### config.mk
export PLATFORM = sky130hd
export DESIGN_NAME = regfile_arbiter_flat
export DESIGN_NICKNAME = d
export VERILOG_FILES = /design/src/rtl/regfile_pkg.sv /design/src/rtl/regfile_arbiter_if.sv /design/src/rtl/rr_arb2.sv /design/src/rtl/regfile_arbiter.sv /design/src/flat_wrapper.sv
export SDC_FILE = /design/constraint.sdc
export NUM_CORES = 1
export LEC_CHECK = 0
export CAP_MARGIN = 20
export CORE_ASPECT_RATIO = 0.6
export CORE_MARGIN = 3
export CORE_UTILIZATION = 33
export DETAILED_ROUTE_END_ITERATION = 10
export MAX_ROUTING_LAYER = met4
export PLACE_DENSITY = 0.76
export SLEW_MARGIN = 20
export SYNTH_ARGS = -nofsm -noshare
export SYNTH_HDL_FRONTEND = slang
export SYNTH_SLANG_ARGS = --single-unit
### constraint.sdc
create_clock -name CLK -period 1.3 [get_ports CLK]
set_clock_uncertainty 0.1 [all_clocks]
set_input_delay 0.26 -clock CLK [delete_from_list [all_inputs] [get_ports CLK]]
set_output_delay 0.26 -clock CLK [all_outputs]
set_load 0.03 [all_outputs]
### src/rtl/regfile_pkg.sv
// Shared constants and types for the register-file arbiter.
// Imported by the interface, the arbiter and the testbench.
package regfile_pkg;

   localparam int WIDTH     = 8;
   localparam int ADDR_BITS = 2;
   localparam int DEPTH     = 2 ** ADDR_BITS;

   typedef enum logic {
      INIT,
      RUN
   } state_t;

   typedef struct packed {
      logic                 write;
      logic [ADDR_BITS-1:0] addr;
      logic [WIDTH-1:0]     wdata;
   } req_t;

endpackage

### src/rtl/regfile_arbiter_if.sv
// Requester and register-file bundle seen by the arbiter.
// master = requesters plus register file, slave = arbiter.
interface regfile_arbiter_if;
   import regfile_pkg::*;

   logic [1:0]            valid;
   req_t [1:0]            req;
   logic [1:0]            ready;
   logic [1:0]            rsp_valid;
   logic [1:0][WIDTH-1:0] rsp_data;

   logic                  rf_we;
   logic [ADDR_BITS-1:0]  rf_waddr;
   logic [WIDTH-1:0]      rf_wdata;
   logic [ADDR_BITS-1:0]  rf_raddr;
   logic [WIDTH-1:0]      rf_rdata;

   modport master (
      output valid, req, rf_rdata,
      input  ready, rsp_valid, rsp_data,
      input  rf_we, rf_waddr, rf_wdata, rf_raddr
   );

   modport slave (
      input  valid, req, rf_rdata,
      output ready, rsp_valid, rsp_data,
      output rf_we, rf_waddr, rf_wdata, rf_raddr
   );

endinterface

### src/rtl/rr_arb2.sv
// Two-way round-robin arbiter with a single priority bit.
// The loser of a contested cycle wins the next one.
module rr_arb2 (
   input  logic       clk,
   input  logic       rst,
   input  logic       en,
   input  logic [1:0] valid,
   output logic [1:0] grant
);

   logic pri;

   always_comb begin
      grant = 2'b00;
      if (en) begin
         unique case (valid)
            2'b01:   grant = 2'b01;
            2'b10:   grant = 2'b10;
            2'b11:   grant = pri ? 2'b10 : 2'b01;
            default: grant = 2'b00;
         endcase
      end
   end

   // Priority moves to the requester that was not served.
   always_ff @(posedge clk) begin
      if (rst) begin
         pri <= 1'b0;
      end else if (|grant) begin
         pri <= grant[0];
      end
   end

endmodule

### src/rtl/regfile_arbiter.sv
// Round-robin access to a 4x8 register file for two requesters.
// Clears every entry after reset; reads answer one cycle after grant.
module regfile_arbiter
   import regfile_pkg::*;
(
   input  logic               CLK,
   input  logic               RESET,
   regfile_arbiter_if.slave   bus,
   output logic               INIT_DONE
);

   state_t               state;
   state_t               state_nxt;
   logic [ADDR_BITS-1:0] clr_cnt;
   logic [1:0]           grant;
   logic [1:0]           rd_grant;
   logic                 run;
   req_t                 sel;

   assign run = (state == RUN);

   rr_arb2 u_arb (
      .clk   (CLK),
      .rst   (RESET),
      .en    (run),
      .valid (bus.valid),
      .grant (grant)
   );

   assign sel      = grant[1] ? bus.req[1] : bus.req[0];
   assign rd_grant = grant & ~{bus.req[1].write, bus.req[0].write};

   always_ff @(posedge CLK) begin
      if (RESET) begin
         state   <= INIT;
         clr_cnt <= '0;
      end else begin
         state <= state_nxt;
         if (state == INIT) begin
            clr_cnt <= clr_cnt + 1'b1;
         end
      end
   end

   always_comb begin
      state_nxt = state;
      unique case (state)
         INIT: begin
            if (clr_cnt == ADDR_BITS'(DEPTH - 1)) begin
               state_nxt = RUN;
            end
         end
         RUN: state_nxt = RUN;
      endcase
   end

   always_comb begin
      bus.ready    = 2'b00;
      bus.rf_we    = 1'b0;
      bus.rf_waddr = '0;
      bus.rf_wdata = '0;
      bus.rf_raddr = '0;
      INIT_DONE    = 1'b0;
      unique case (state)
         INIT: begin
            bus.rf_we    = 1'b1;
            bus.rf_waddr = clr_cnt;
         end
         RUN: begin
            INIT_DONE = 1'b1;
            bus.ready = grant;
            if (|grant) begin
               if (sel.write) begin
                  bus.rf_we    = 1'b1;
                  bus.rf_waddr = sel.addr;
                  bus.rf_wdata = sel.wdata;
               end else begin
                  bus.rf_raddr = sel.addr;
               end
            end
         end
      endcase
   end

   // Read data is captured in the grant cycle and held until the next read.
   always_ff @(posedge CLK) begin
      if (RESET) begin
         bus.rsp_valid <= '0;
         bus.rsp_data  <= '0;
      end else begin
         bus.rsp_valid <= rd_grant;
         for (int i = 0; i < 2; i++) begin
            if (rd_grant[i]) begin
               bus.rsp_data[i] <= bus.rf_rdata;
            end
         end
      end
   end

endmodule

### src/flat_wrapper.sv
// flat-port wrapper written by rule: the top's interface ports become plain ports
module regfile_arbiter_flat import regfile_pkg::*;
  (CLK, RESET, INIT_DONE, bus_valid, bus_req, bus_rf_rdata, bus_ready, bus_rsp_valid, bus_rsp_data, bus_rf_we, bus_rf_waddr, bus_rf_wdata, bus_rf_raddr);
  regfile_arbiter_if bus_i ();
  input  logic CLK;
  input  logic RESET;
  output logic INIT_DONE;
  input wire logic [$bits(bus_i.valid)-1:0] bus_valid;
  input wire logic [$bits(bus_i.req)-1:0] bus_req;
  input wire logic [$bits(bus_i.rf_rdata)-1:0] bus_rf_rdata;
  output wire logic [$bits(bus_i.ready)-1:0] bus_ready;
  output wire logic [$bits(bus_i.rsp_valid)-1:0] bus_rsp_valid;
  output wire logic [$bits(bus_i.rsp_data)-1:0] bus_rsp_data;
  output wire logic [$bits(bus_i.rf_we)-1:0] bus_rf_we;
  output wire logic [$bits(bus_i.rf_waddr)-1:0] bus_rf_waddr;
  output wire logic [$bits(bus_i.rf_wdata)-1:0] bus_rf_wdata;
  output wire logic [$bits(bus_i.rf_raddr)-1:0] bus_rf_raddr;
  assign bus_i.valid = bus_valid;
  assign bus_i.req = bus_req;
  assign bus_i.rf_rdata = bus_rf_rdata;
  assign bus_ready = bus_i.ready;
  assign bus_rsp_valid = bus_i.rsp_valid;
  assign bus_rsp_data = bus_i.rsp_data;
  assign bus_rf_we = bus_i.rf_we;
  assign bus_rf_waddr = bus_i.rf_waddr;
  assign bus_rf_wdata = bus_i.rf_wdata;
  assign bus_rf_raddr = bus_i.rf_raddr;
  regfile_arbiter u_core (.CLK(CLK), .RESET(RESET), .bus(bus_i), .INIT_DONE(INIT_DONE));
endmodule
==> flow_summary.ini <==
[run_status]
status = finished with violations
violations = negative setup slack

[clock_network]
tritoncts = done
clockRootBuffer = clkbuf_8
cts_buffers = 3
clock-sinks = 22
clk_latency_ns = 0.26
htreeDepth = 1
cts_buffer_depth = 2
hold_buffers = 0
path_clk_slew_ns = 0.07

[synthesis]
syn_inst = 120
synth_area_leaders = dfxtp_1 40%, mux2i_1 17%, nor2_1 8.6%
syn_area_mm2 = 0.00110
synth_top_area_cell = dfxtp_1
synth-seq-cells = 22
yosysSeqAreaShare = 0.402
synth_top_area_share = 0.402
synth_area_per_cell_um2 = 9.13
ys_types = 28
yosys_warnings = 0
synth_fp_nets = 155

[routing]
wl_per_cell_um = 17.9
first_pass_iters = 4
drt.antenna.violating_nets = 0
drtIter0Drc = 30
route.vias.total = 1221
drt_wl_total_mm = 4.40
drt-vias-per-instance = 4.96
drc = 0

[placed_design]
io_buffers = 67
hpwl_mm = 3.22
gp_congestion = 0.779
placed_cell_area_mm2 = 0.00198

[timing]
rsz0062_at_grt = true
period_needed_ns = 1.91
finalWorstSetupSlack_ns = -0.611
fmax_mhz = 523
finalHoldViolations = 0
maxSlewViolCount = 0
setup_viol = 33
fin_crit_sh = 1.47
worstMarginPinSlew_ns = 0.410
holdWs_ns = 0.403
slew_headroom = 0.726

[floorplanning]
die-area_mm2 = 0.00407
num_rows = 15
die_h_um = 50.6
ios = 68
start_util = 0.363
core-area_mm2 = 0.00302
chipWidth_um = 80.4

[power]
power_frac_comb = 0.359
p_sw_uw = 528
seq_power_share = 0.405
clkPwrFrac = 0.237
vdd_drop_max_mv = 0.487
sw_frac_of_total = 0.295
p_int_uw = 1260
p_leak_uw = 0.000983
power_density_mw_per_mm2 = 801

[setup_path]
cp_max_fo = 6
r2r_slack_ns = -0.26
crit_arrival_ns = 1.55
required_ns = 0.94
worst_setup_path_end_kind = output pin
crit_path_start_kind = flop
path_class = reg -> out

[finish]
areaGrowthSynthToFinish_pct = 104
final_cell_mix = 30 x clkdlybuf4s50_1, 25 x buf_4, 24 x buf_6
layout-drive-gt1-share = 0.426
antenna_cells = 0
final_common_cell = clkdlybuf4s50_1
postLayoutCellArea_mm2 = 0.00223
final_util = 0.740
finalNetCount = 240

[global_route]
grt_util_all_layers = 0.222
antenna_found_initial = 0
overflow = 0
grt_first_pass_wirelength_mm = 6.65
grt_pass1_vias = 1338
grt_max_degree = 23

[job]
max_cap_viol_count = 0

[hold_path]
hold_class = reg -> reg
## final timing paths
kind                                   startpoint                              endpoint  depth (start not counted)
max                 u_core.u_arb.pri$_SDFFE_PP0N_                       bus_rf_wdata[4]                          6
min          u_core.bus.rsp_data[15]$_SDFFE_PP0P_  u_core.bus.rsp_data[15]$_SDFFE_PP0P_                          2
max reg2reg                 u_core.run$_SDFF_PP0_  u_core.bus.rsp_data[10]$_SDFFE_PP0P_                          7
min reg2reg  u_core.bus.rsp_data[15]$_SDFFE_PP0P_  u_core.bus.rsp_data[15]$_SDFFE_PP0P_                          2
## timing repair
| action | in CTS | in global routing |
|---|---|---|
| hold endpoints to repair | 0 | 0 |
| buffers inserted | 1 | 3 |
| setup endpoints to repair | 35 | 33 |
| resized for setup | 32 | 12 |
| gates cloned | 1 | 1 |
| pin swaps | 7 | 3 |
## kinds of logic after synthesis
family / share of synthesized area
AOI/OAI and AO/OA: 0.145
xor gates and xnor gates: 0.00799
adders and majority gates: 0.0114
buffers and inverters: 0.0731
DFF: 0.402
muxes: 0.174
and+or+nand+nor: 0.187
## flip-flops by register name, indices dropped and copies added (netlist names)
name / cells
u_core.run: 1
u_core.bus.rsp_valid: 2
u_core.bus.rsp_data: 16
u_core.u_arb.pri: 1
u_core.clr_cnt: 2
## area by class of cell
class / instances / area [um^2]
inverter: 2 / 7.51
fill: 189 / 787
tap: 42 / 52.6
sequential: 22 / 448
clock buffer: 4 / 45.0
multi-input combinational: 87 / 753
timing repair buffer: 89 / 928
## layer usage
layer	GRT usage	routed length, um	vias to the layer above
li1	-	-	582
met1	0.243	1770	597
met2	0.400	2380	34
met3	0.0466	146	8
met4	0.0787	104	0
met5	-	0	-
## power by group through the flow
stage	Combinational, uW	Sequential (uW)	Clock [uW]
3_5_place_dp	528	739	0
2_1_floorplan	279	757	0
5_1_grt	680	729	462
4_1_cts	572	724	444
3_3_place_gp	511	738	0
6_report	642	725	424
## through the flow
| stage | power, uW | instances | setup TNS (ns) | setup WS [ns] |
|---|---|---|---|---|
| floorplan | 1040 | 120 | -2.63 | -0.245 |
| global placement | 1250 | 236 | -19.31 | -0.779 |
| CTS | 1740 | 242 | -9.44 | -0.592 |
| finish | 1790 | 246 | -11.38 | -0.611 |
| global route | 1870 | 246 | -13.13 | -0.683 |
| detailed placement | 1270 | 236 | -21.26 | -0.875 |
## critical path, stage by stage, from the launching register on
cell,delay [ns]
dfxtp_4,0.40
nand2b_4,0.15
a32o_1,0.20
nand2_2,0.10
buf_12,0.16
a21oi_4,0.13
buf_6,0.15
## synthesized netlist by cell type (all sizes together)
master  count
a21boi      1
a21oi       8
a22oi       1
a32o        1
and2        1
buf         7
clkbuf      2
dfxtp      22
ha          1
inv         2
mux2i      19
nand2      11
nand2b      1
nand3b      1
nand4b      1
nor2       26
nor2b       2
nor3b       1
o211ai      8
o21ai       1
o22ai       2
xor2        1
(Power assumes the default switching activity.)
==> variant 1, RTL diff (config.mk and constraints unchanged) <==
Set the package constant `WIDTH` to 9 (it was 8).
--- a/src/rtl/regfile_pkg.sv
+++ b/src/rtl/regfile_pkg.sv
@@ -4,3 +4,3 @@
 
-   localparam int WIDTH     = 8;
+   localparam int WIDTH     = 9;
    localparam int ADDR_BITS = 2;
Interface: changed (resized bus_req, bus_rf_rdata, bus_rf_wdata and bus_rsp_data); port bits go from 68 to 74. The function was not compared with the original's and may differ.
==> variant 1 against the unedited design <==
The run still ends with negative setup slack left. Final area is 16% higher. Routed wire length increased by 25%. Setup slack lost 130 ps. Maximum frequency fell by 6.4%. Count of clock-buffer cells in the layout did not move. Sequential cell count up 2. Area after synthesis up 3.1%. Power rose by 12%. Highest routed layer unchanged.
==> variant 1: results (changes against the unedited design) <==
status:
  outcome: "complete, but fails checks"  # unchanged
  violations: "negative setup slack"  # unchanged
power_and_ir_drop:
  vdd_drop_max_uv: 626  # was 487 uV
  p_int_mw: 1.40  # was 1.26 mW
  seqPwrFrac: 0.391  # was 0.405
  p_clk_uw: 503  # was 424 uW
grt:
  grt_max_degree: 25  # was 23
  use_met1: 0.335  # was 0.243
  met3_usage: 0.0423  # was 0.0466
  grt_pass1_wl_um: 7940  # was 6650 um
  met2_usage: 0.418  # was 0.400
  grtUsageTotal: 0.260  # was 0.222
worst_hold_path:
  worstHoldStart: "u_core.bus.rsp_data[5]"  # was u_core.bus.rsp_data[15]
  hold_class: "reg2reg"  # unchanged
  min_to: "u_core.bus.rsp_data[5]"  # was u_core.bus.rsp_data[15]
setup_path:
  r2r-end: "u_core.bus.rsp_data[2]"  # was u_core.bus.rsp_data[10]
  timing.rr.start: "u_core.u_arb.pri"  # was u_core.run
  crit_path_end: "bus_rf_waddr[1]"  # was bus_rf_wdata[4]
  cp_top_family: "buffers and inverters"  # was flip-flops
  path_max_fanout: 3  # was 6
  worstPathArrival_ps: 1680  # was 1550 ps
  crit_slowest_cell: "dfxtp_2"  # was dfxtp_4
  slowest_delay_ps: 350  # was 400 ps
  r2r_cells: 8  # was 7
drt:
  wl_met3_um: 295  # was 146 um
  route.met2.wl_um: 2730  # was 2380 um
  drt_wl_total_um: 5490  # was 4400 um
  avgViaCountPerCell: 5.32  # was 4.96
  wl_per_cell_um: 19.0  # was 17.9 um
finish:
  nNetsFinal: 286  # was 240
  num-multi-input-gates: 115  # was 87
  nonClkBufAreaFrac: 0.407  # was 0.415
  regArea_um2: 485  # was 448 um^2
  drive_above_1_share: 0.522  # was 0.426
  clkCellAreaFrac: 0.0212  # was 0.0202
  multi_input_area_share: 0.361  # was 0.337
  n_fill_cell: 159  # was 189
  n_all_buffers: 102  # was 89
  top_regs: "u_core.bus.rsp_data: 18 flops, u_core.bus.rsp_valid: 2 flops, u_core.clr_cnt: 2 flops"  # was u_core.bus.rsp_data: 16 flops, u_core.bus.rsp_valid: 2 flops, u_core.clr_cnt: 2 flops
sta:
  setup_viol: 36  # was 33
  fin_ws_ps: -742  # was -611 ps
  slew-limit-headroom: 0.718  # was 0.726
yosys:
  synthMuxAreaShare: 0.0266  # was 0.174
  ys_top_cells_by_count: "nand2_1, a21oi_1, dfxtp_1"  # was nor2_1, dfxtp_1, mux2i_1
  ys_seq_area_frac: 0.425  # was 0.402
  synth.distinct_cells: 26  # was 28
  synth_area_leaders: "dfxtp_1, nand2_1, a21oi_1"  # was dfxtp_1, mux2i_1, nor2_1
  synthAdderAreaFrac: 0.0111  # was 0.0114
  yosys_most_used_dff: "dfxtp_1"  # unchanged
  netlist_instances: 150  # was 120
  yosys.area_share.xor_xnor: 0.00775  # was 0.00799
place:
  preCtsSetupSlack_ps: -1170  # was -875 ps
  dp_cells: 275  # was 236
  globalplace.congestion: 0.854  # was 0.779
  port_buffers: 73  # was 67
  hpwlAfterDp_um: 3240  # was 3220 um
-- variant 1: repair_timing --
action                                  CTS  global route
gates resized for setup                  59            39
endpoints found under the setup margin   37            37
cloned                                    4             1
endpoints found under the hold margin     0             0
pin swaps                                15            19
setup buffers                             7             1
-- variant 1: stage by stage --
| step | hold slack [ps] | utilization | instance area [um^2] | TNS (ps) | power, mW |
|---|---|---|---|---|---|
| 2_1_floorplan | 229 | - | 1340 | -2910 | 1.08 |
| 3_3_place_gp | 343 | 0.698 | 2130 | -20960 | 1.32 |
| 4_1_cts | 362 | 0.807 | 2470 | -13250 | 1.96 |
| 5_1_grt | 386 | 0.849 | 2600 | -15980 | 2.08 |
| 3_5_place_dp | 351 | 0.698 | 2130 | -22040 | 1.34 |
| 6_report | 366 | 0.849 | 2600 | -14670 | 2.01 |
-- variant 1: worst min-delay path, delay by kind of cell, from the launching register on --
kind	cells	cell delay, ps
simple gates	1	50
compound gates	1	50
flops	1	320
==> variant 2, RTL diff (same flow settings) <==
Without the edit above. Make the reset (`RESET` and `rst`) asynchronous in 3 clocked blocks.
--- a/src/rtl/rr_arb2.sv
+++ b/src/rtl/rr_arb2.sv
@@ -25,3 +25,3 @@
    // Priority moves to the requester that was not served.
-   always_ff @(posedge clk) begin
+   always_ff @(posedge clk or posedge rst) begin
       if (rst) begin
--- a/src/rtl/regfile_arbiter.sv
+++ b/src/rtl/regfile_arbiter.sv
@@ -32,3 +32,3 @@
 
-   always_ff @(posedge CLK) begin
+   always_ff @(posedge CLK or posedge RESET) begin
       if (RESET) begin
@@ -85,3 +85,3 @@
    // Read data is captured in the grant cycle and held until the next read.
-   always_ff @(posedge CLK) begin
+   always_ff @(posedge CLK or posedge RESET) begin
       if (RESET) begin
Function: differs if RESET is asserted again (counterexample within 4 cycles, from zero or initial values and one cycle with RESET high); with RESET held inactive, the same outputs for 10 cycles.
==> variant 2 against the unedited design <==
The run still ends with negative setup slack left. Routed wire length decreased by 5.1%. Area after synthesis increased by 1.0%. Setup slack got worse by 110 ps. Register-to-register slack got worse by 240 ps. Final area increased by 3.6%. Non-clock buffer count rose by 6. Sequential cell count unchanged. Power increased by 43%. Critical endpoint is now bus_rf_raddr[0]. Largest cell class unchanged.
==> variant 2: results (changes against the unedited design) <==
status:
  outcome: "complete, but fails checks"  # unchanged
  violations: "negative setup slack"  # unchanged
place:
  hpwlAfterDp_um: 2990  # was 3220 um
  globalplace.congestion: 0.790  # was 0.779
  post_dp_cell_area_mm2: 0.00207  # was 0.00198 mm^2
  dp_cells: 219  # was 236
power_and_ir_drop:
  p_comb_mw: 1.21  # was 642 uW
  seqPwrFrac: 0.336  # was 0.405
  vdd_drop_max_uv: 817  # was 487 uV
  power-top-group: "combinational cells"  # was sequential cells
  leakagePower_nw: 1.05  # was 0.983 nW
grt:
  met2_usage: 0.364  # was 0.400
  use_met1: 0.278  # was 0.243
  grt_pass1_vias: 1254  # was 1,338
  grt_max_degree: 21  # was 23
  met3_usage: 0.0423  # was 0.0466
  grt_pass1_wl_um: 6520  # was 6650 um
  grtUsageTotal: 0.220  # was 0.222
drt:
  drt_wl_total_um: 4170  # was 4400 um
  m1WireLength_um: 1820  # was 1770 um
  wl_met3_um: 163  # was 146 um
  wl_per_cell_um: 18.1  # was 17.9 um
  firstDrtPassIters: 5  # was 4
  route.met2.wl_um: 2120  # was 2380 um
  avgViaCountPerCell: 4.77  # was 4.96
  drtIter0Drc: 37  # was 30
sta:
  setup_viol: 34  # was 33
  timing.hold.ws_ps: 83.7  # was 403 ps
  slew-limit-headroom: 0.824  # was 0.726
  fin_ws_ps: -724  # was -611 ps
yosys:
  synth.distinct_cells: 25  # was 28
  syn_area_per_cell_um2: 11.9  # was 9.13 um^2
  synth_nets: 128  # was 155
  synthArstFlopShare: 1.00  # was 0
  synth_area_leaders: "dfrtp_1, mux2_2, mux2_4"  # was dfxtp_1, mux2i_1, nor2_1
  ys_top_cells_by_count: "dfrtp_1, nand2_1, mux2_2"  # was nor2_1, dfxtp_1, mux2i_1
  ys_seq_area_frac: 0.497  # was 0.402
setup_path:
  worstPathArrival_ps: 1660  # was 1550 ps
  path_max_fanout: 5  # was 6
  ff2ff_setup_slack_ps: -500  # was -260 ps
finish:
  drive_above_1_share: 0.612  # was 0.426
worst_hold_path:
  hold_class: "in2async"  # was reg2reg
## variant 2: kinds of logic after synthesis
logic type                 share of synthesized area
muxes                                          0.206
and+or+nand+nor                                0.130
adders and majority gates                     0.0113
xor gates and xnor gates                     0.00791
buffers and inverters                         0.0486
AOI/OAI and AO/OA                             0.0994
DFF                                            0.497
## variant 2: metrics by stage
stage | total power [mW] | setup slack (ps) | TNS, ps
6_report | 2.56 | -724 | -16970
5_1_grt | 2.67 | -771 | -18560
4_1_cts | 2.55 | -718 | -16580
3_5_place_dp | 1.96 | -1070 | -26160
3_3_place_gp | 1.93 | -1030 | -24460
2_1_floorplan | 1.50 | -356 | -7310
## variant 2: final cells by class
class	count	area (um^2)
Sequential cell	22	552
Inverter	4	17.5
Clock buffer	4	55.1
Tap cell	42	52.6
Fill cell	197	726
Timing Repair Buffer	95	931
Multi-Input combinational cell	63	707
## variant 2: path summary, 6_finish.rpt
check                                              from                 endpoint  cells past startpoint
max in group asynchronous                         RESET  u_core.bus.rsp_data[14]                      3
worst max register to register         u_core.u_arb.pri   u_core.bus.rsp_data[5]                      7
worst min-delay path                              RESET         u_core.u_arb.pri                      2
worst min register to register  u_core.bus.rsp_data[10]  u_core.bus.rsp_data[10]                      1
worst max-delay path                   u_core.u_arb.pri          bus_rf_raddr[0]                      7
min in group CLK                u_core.bus.rsp_data[10]  u_core.bus.rsp_data[10]                      1
## variant 2: critical path: stages (launching register included)
cell and delay [ps]:
dfrtp_1 420, nand2b_4 160, and2_4 160, buf_8 140, nand3b_4 90, inv_4 50
a22o_4 250, buf_12 130
## variant 2: repair_timing
action,in CTS,in global routing
gates resized for setup,40,9
endpoints found under the setup margin,34,34
setup buffers,8,3
gates cloned,0,0
pin swaps,5,3
